--- config.mk ---
export PLATFORM = sky130hd
export DESIGN_NAME = pattern_assembler
export DESIGN_NICKNAME = d
export VERILOG_FILES = /design/src/rtl/pattern_assembler.sv
export SDC_FILE = /design/constraint.sdc
export NUM_CORES = 1
export LEC_CHECK = 0
export ABC_AREA = 1
export BUFFER_PORTS_ARGS = -buffer_cell sky130_fd_sc_hd__buf_4
export CAP_MARGIN = 20
export CORE_ASPECT_RATIO = 1.1
export CORE_UTILIZATION = 30
export DETAILED_ROUTE_END_ITERATION = 10
export MAX_ROUTING_LAYER = met4
export PLACE_DENSITY = 0.54
export SETUP_SLACK_MARGIN = 0.05
export SLEW_MARGIN = 15
export SYNTH_ARGS = -nofsm -noshare
export SYNTH_HDL_FRONTEND = slang
export SYNTH_SLANG_ARGS = --single-unit
--- constraint.sdc ---
create_clock -name clk -period 1.5 [get_ports clk]
set_input_delay 0.15 -clock clk [delete_from_list [all_inputs] [get_ports clk]]
set_output_delay 0.15 -clock clk [all_outputs]
set_load 0.01 [all_outputs]
--- src/rtl/pattern_assembler.sv ---
// pattern_assembler
//   Builds a packed LANES x LANE_W word from a stream of elements, with the
//   semantics of an SV assignment pattern. Keyed mode ('{idx:val, default:d})
//   writes lane[idx]. Positional mode ('{a,b,c}) writes the top lane first and
//   works downwards. Every lane is preloaded with default_val at start. Errors
//   are reported when the assembled word is handed off.
// Ports
//   clk, rst_n                  clock; synchronous active-low reset
//   start, pos_mode, default_val  begin a pattern (IDLE only); mode and fill latched
//   elem_valid/elem_ready       element handshake; elem_ready is high only in FILL
//   elem_idx, elem_data, elem_last  element key (keyed mode), value, end marker
//   out_valid/out_ready         handshake for the assembled word
//   out_data                    lane k at [k*LANE_W +: LANE_W]
//   err_index, err_count        keyed index out of range / positional count != LANES

module pattern_lane #(
  parameter int LANE_W = 64
) (
  input  logic              clk,
  input  logic              rst_n,
  input  logic              load_def,
  input  logic [LANE_W-1:0] def_val,
  input  logic              wr,
  input  logic [LANE_W-1:0] data,
  output logic [LANE_W-1:0] q
);
  always_ff @(posedge clk) begin
    if (!rst_n)        q <= '0;
    else if (load_def) q <= def_val;
    else if (wr)       q <= data;
  end
endmodule

module pattern_assembler #(
  parameter int LANES  = 4,
  parameter int LANE_W = 64,
  parameter int IDX_W  = 8
) (
  input  logic                    clk,
  input  logic                    rst_n,
  input  logic                    start,
  input  logic                    pos_mode,
  input  logic [LANE_W-1:0]       default_val,
  input  logic                    elem_valid,
  output logic                    elem_ready,
  input  logic [IDX_W-1:0]        elem_idx,
  input  logic [LANE_W-1:0]       elem_data,
  input  logic                    elem_last,
  output logic                    out_valid,
  input  logic                    out_ready,
  output logic [LANES*LANE_W-1:0] out_data,
  output logic                    err_index,
  output logic                    err_count
);
  localparam int PW = (LANES > 1) ? $clog2(LANES) : 1;
  localparam int CW = $clog2(LANES + 1);

  typedef enum logic [1:0] {IDLE, FILL, OUT} state_t;

  typedef struct packed {
    logic [IDX_W-1:0]  idx;
    logic [LANE_W-1:0] data;
    logic              last;
  } elem_t;

  state_t state, state_n;
  elem_t  elem;
  logic   pos_q;
  logic [PW-1:0] ptr;
  logic [CW-1:0] count;   // saturates at LANES; extra positional elements are dropped
  logic   hs, load_def, keyed_ok, pos_ok;
  logic [LANES-1:0][LANE_W-1:0] lanes;

  assign elem     = '{idx: elem_idx, data: elem_data, last: elem_last};
  assign hs       = elem_valid & elem_ready;
  assign load_def = (state == IDLE) & start;
  assign keyed_ok = elem.idx < IDX_W'(LANES);
  assign pos_ok   = count < CW'(LANES);
  assign out_data = lanes;

  always_comb begin
    state_n = state;
    case (state)
      IDLE:    if (start)           state_n = FILL;
      FILL:    if (hs && elem.last) state_n = OUT;
      OUT:     if (out_ready)       state_n = IDLE;
      default:                      state_n = IDLE;
    endcase
  end

  for (genvar k = 0; k < LANES; k++) begin : g_lane
    logic wr;
    // An out-of-range key or an overflowing positional element matches no lane.
    assign wr = hs & (pos_q ? (pos_ok && ptr == PW'(k)) : (elem.idx == IDX_W'(k)));
    pattern_lane #(.LANE_W(LANE_W)) u_lane (
      .clk      (clk),
      .rst_n    (rst_n),
      .load_def (load_def),
      .def_val  (default_val),
      .wr       (wr),
      .data     (elem.data),
      .q        (lanes[k])
    );
  end

  always_ff @(posedge clk) begin
    if (!rst_n) begin
      state      <= IDLE;
      elem_ready <= 1'b0;
      out_valid  <= 1'b0;
      err_index  <= 1'b0;
      err_count  <= 1'b0;
      pos_q      <= 1'b0;
      ptr        <= PW'(LANES - 1);
      count      <= '0;
    end else begin
      state      <= state_n;
      // Registered copies of the next state so the handshake outputs are glitch-free.
      elem_ready <= (state_n == FILL);
      out_valid  <= (state_n == OUT);
      if (load_def) begin
        pos_q     <= pos_mode;
        ptr       <= PW'(LANES - 1);
        count     <= '0;
        err_index <= 1'b0;
        err_count <= 1'b0;
      end
      if (hs) begin
        if (pos_q) begin
          if (pos_ok) begin
            ptr   <= ptr - PW'(1);
            count <= count + CW'(1);
            // Ending before the last lane is filled: short pattern.
            if (elem.last && count != CW'(LANES - 1)) err_count <= 1'b1;
          end else begin
            err_count <= 1'b1;
          end
        end else if (!keyed_ok) begin
          err_index <= 1'b1;
        end
      end
    end
  end
endmodule
==> impl_metrics.toml <==
[placement]
numPortBuffers = 402
place_inst = 2668
gp_congestion = 0.850
hpwl_mm = 31.6
dpl_cell_area_mm2 = 0.0162

[cts]
cts-root-buf = "clkbuf_16"
cts_tree = "yes"
insertion_delay_ns = 0.52
clkSinkCount = 268
cts_made_buffers = 34
cts.clk_slew.worst_paths_ns = 0.06
clk_path_buf_depth = 3
htreeDepth = 2

[global_route]
globalRoute.totalOverflow = 0
grt-busiest-layer = "met2"
grt_util_all_layers = 0.236
use_met2 = 0.406
gr-usage-met1 = 0.276
grt_pass1_vias = 12200
grtUsageMet3 = 0.0459
grt_start_max_net_pins = 57
antenna_found_initial = 0
grt_first_pass_wirelength_mm = 73.3

[die]
rows = 77
die-height_um = 214
die_x_um = 195
start_util = 0.305
io_pins = 403
coreArea_mm2 = 0.0402
die_area_mm2 = 0.0416

[detailed_routing]
drc = 0
ant_nets = 0
drt-wirelength-per-cell_um = 19.9
first_iter_violations = 810
viasPerCell = 4.80
vias = 13500
wl_mm = 56.0
drtPass1Iterations = 5

[synthesis]
synth_area_per_cell_um2 = 6.75
synth_edf_count = 0
yosys-mux-area-fraction = 0
synthAdderAreaFrac = 0.00511
synth_compound_area_frac = 0.0768
ys_seq_elements = 268
synth_xor_area_frac = 0
synth_seq_area_share = 0.438
synth_most_common_cell = "nand2_1"
syn_nets = 1962
ys_top_cells_by_area = "dfxtp_1 44%, nand2_1 14%, nor2_1 12%"
async_flop_share = 0
synth_top_family_by_area = "simple AND/OR/NAND/NOR gates"
synth_top_area_share = 0.438
synth_cell_types = 24
netlist_instances = 1814
yosys_warnings = 0
synth_area_mm2 = 0.0122
yosys.area_share.simple = 0.379
ys.flop_type = "dfxtp_1"
synth_top_area_cell = "dfxtp_1"
synthTopCellsByCount = "451 x nand2_1, 399 x nor2_1, 268 x dfxtp_1"

[finish]
final_core_util = 0.480
stdcell_area_mm2 = 0.0193
fill_cells = 3990
fin_cells = 2814
syn_to_final_growth_pct = 57.7
drive_above_1_share = 0.309
fin_nets = 2428
diodes = 0

[worst_setup_path]
arrival_ns = 1.98
path_class = "flop to flop"
reg2reg_from = "ptr[1]"
path_cells = "inv_4 -> ha_2 -> nand2_2 -> nor2_4 -> nor2_4 -> buf_8 -> clkbuf_16 -> nand3b_1 -> nand2_1 -> nor2_1"
slowest_delay_ns = 0.37
required_ns = 1.91
startpoint_type = "flop"
cpMaxStageDelayCell = "dfxtp_4"
crit_cells = 10
critPathCaptureType = "flop"
crit_family = "simple AND/OR/NAND/NOR gates"
r2r_slack_ns = -0.07
cp-startpoint = "ptr[1]"
r2r_cells = 10
crit_fanout = 10
cpMostUsedCell = "nor2_4"
timing.critical_path.buf_inv = 3

[sta]
hold_ws_ns = -0.0145
worst_pin_slew_ns = 0.423
worst_slack_ns = -0.0671
rsz0062_at_grt = "yes"
hold_viol_final = 2
skew_ns = 0.0122
slew_violations = 0
period_share = 1.04
timing.fmax_ghz = 0.638
setup_viol = 170
period_needed_ns = 1.57
slew_headroom = 0.718

[power]
vdd_ir_drop_max_uv = 738
power.leakage_nw = 9.76
power_density_mw_per_mm2 = 1160
total_power_mw = 22.3

[run_status]
violations = "negative hold slack, negative setup slack"
run_status = "complete, but fails checks"

[flow_run]
maxCapViolCount = 0

[worst_hold_path]
holdPathStages = 5
min_from = "default_val[59]"
hp-class = "input pin to flop"
==> routing by layer <==
metal	share of wire	wire, um
met4	0.037	2050
met5	0	0
met3	0.064	3590
met2	0.49	27700
met1	0.40	22600
==> through the flow <==
| stage | worst slack (ns) | setup TNS, ns |
|---|---|---|
| floorplan | 0.0787 | 0 |
| global placement | -0.183 | -12.58 |
| detailed placement | -0.200 | -17.94 |
| CTS | -0.0361 | -0.655 |
| global route | -0.144 | -24.02 |
| finish | -0.0671 | -4.82 |
==> worst reg2reg max path: cells and delay by family (launching register included) <==
kind / cells / cell delay (ns)
AND/OR/NAND/NOR: 6 / 0.49
buffers and inverters: 3 / 0.43
flip-flops: 1 / 0.37
adder cells (fa/ha/maj): 1 / 0.16
==> power breakdown <==
group	total, mW	switching, mW	internal (mW)
Combinational	5.88	3.09	2.79
Clock	8.22	3.27	4.96
Sequential	8.20	0.397	7.81
==> path summary, 6_finish.rpt <==
path | endpoint
max reg2reg | g_lane[1].u_lane.q[3]
max | g_lane[1].u_lane.q[3]
min reg2reg | count[0]
min | g_lane[1].u_lane.q[59]
==> cells in the final DEF, fill, tap and decap left out, types with 16 or more instances in the layout <==
cell	n
o21ai_2	22
nand2_2	16
buf_4	439
nor2_2	16
buf_12	32
dfxtp_1	262
nand2_1	426
buf_6	19
nand3_1	70
a21oi_1	124
a21oi_2	17
clkbuf_16	61
dlygate4sd3_1	24
nand3b_1	132
nor2_1	379
inv_1	141
==> area by class of cell <==
type / instances / area, um^2 / share of cell area
clock inverter: 4 / 55.1 / 0.00285
clock buffer: 53 / 1050 / 0.0542
multi-input combinational: 1257 / 6090 / 0.316
inverter: 162 / 633 / 0.0328
tap: 513 / 642 / 0.0333
timing repair buffer: 557 / 5450 / 0.282
sequential: 268 / 5380 / 0.279
==> logic make-up after synthesis <==
family,after synthesis
AND/OR/NAND/NOR,1064
buffers and inverters,290
flip-flops,268
AO/OA/AOI/OAI,187
adder cells (fa/ha/maj),5
==> state kept, by name, indices dropped and copies added, names as in the netlist <==
signal and cells:
count 3, elem_ready 1, err_count 1, err_index 1, g_lane.u_lane.q 256, out_valid 1, pos_q 1, ptr 2
state 2
==> what timing repair did <==
action | CTS | global route
cloned | 11 | 31
setup buffers | 11 | 12
pin swaps | 18 | 31
setup endpoints to repair | 252 | 260
resized for setup | 123 | 107
hold buffers | 22 | 2
endpoints found under the hold margin | 34 | 2
(Power assumes the default switching activity.)
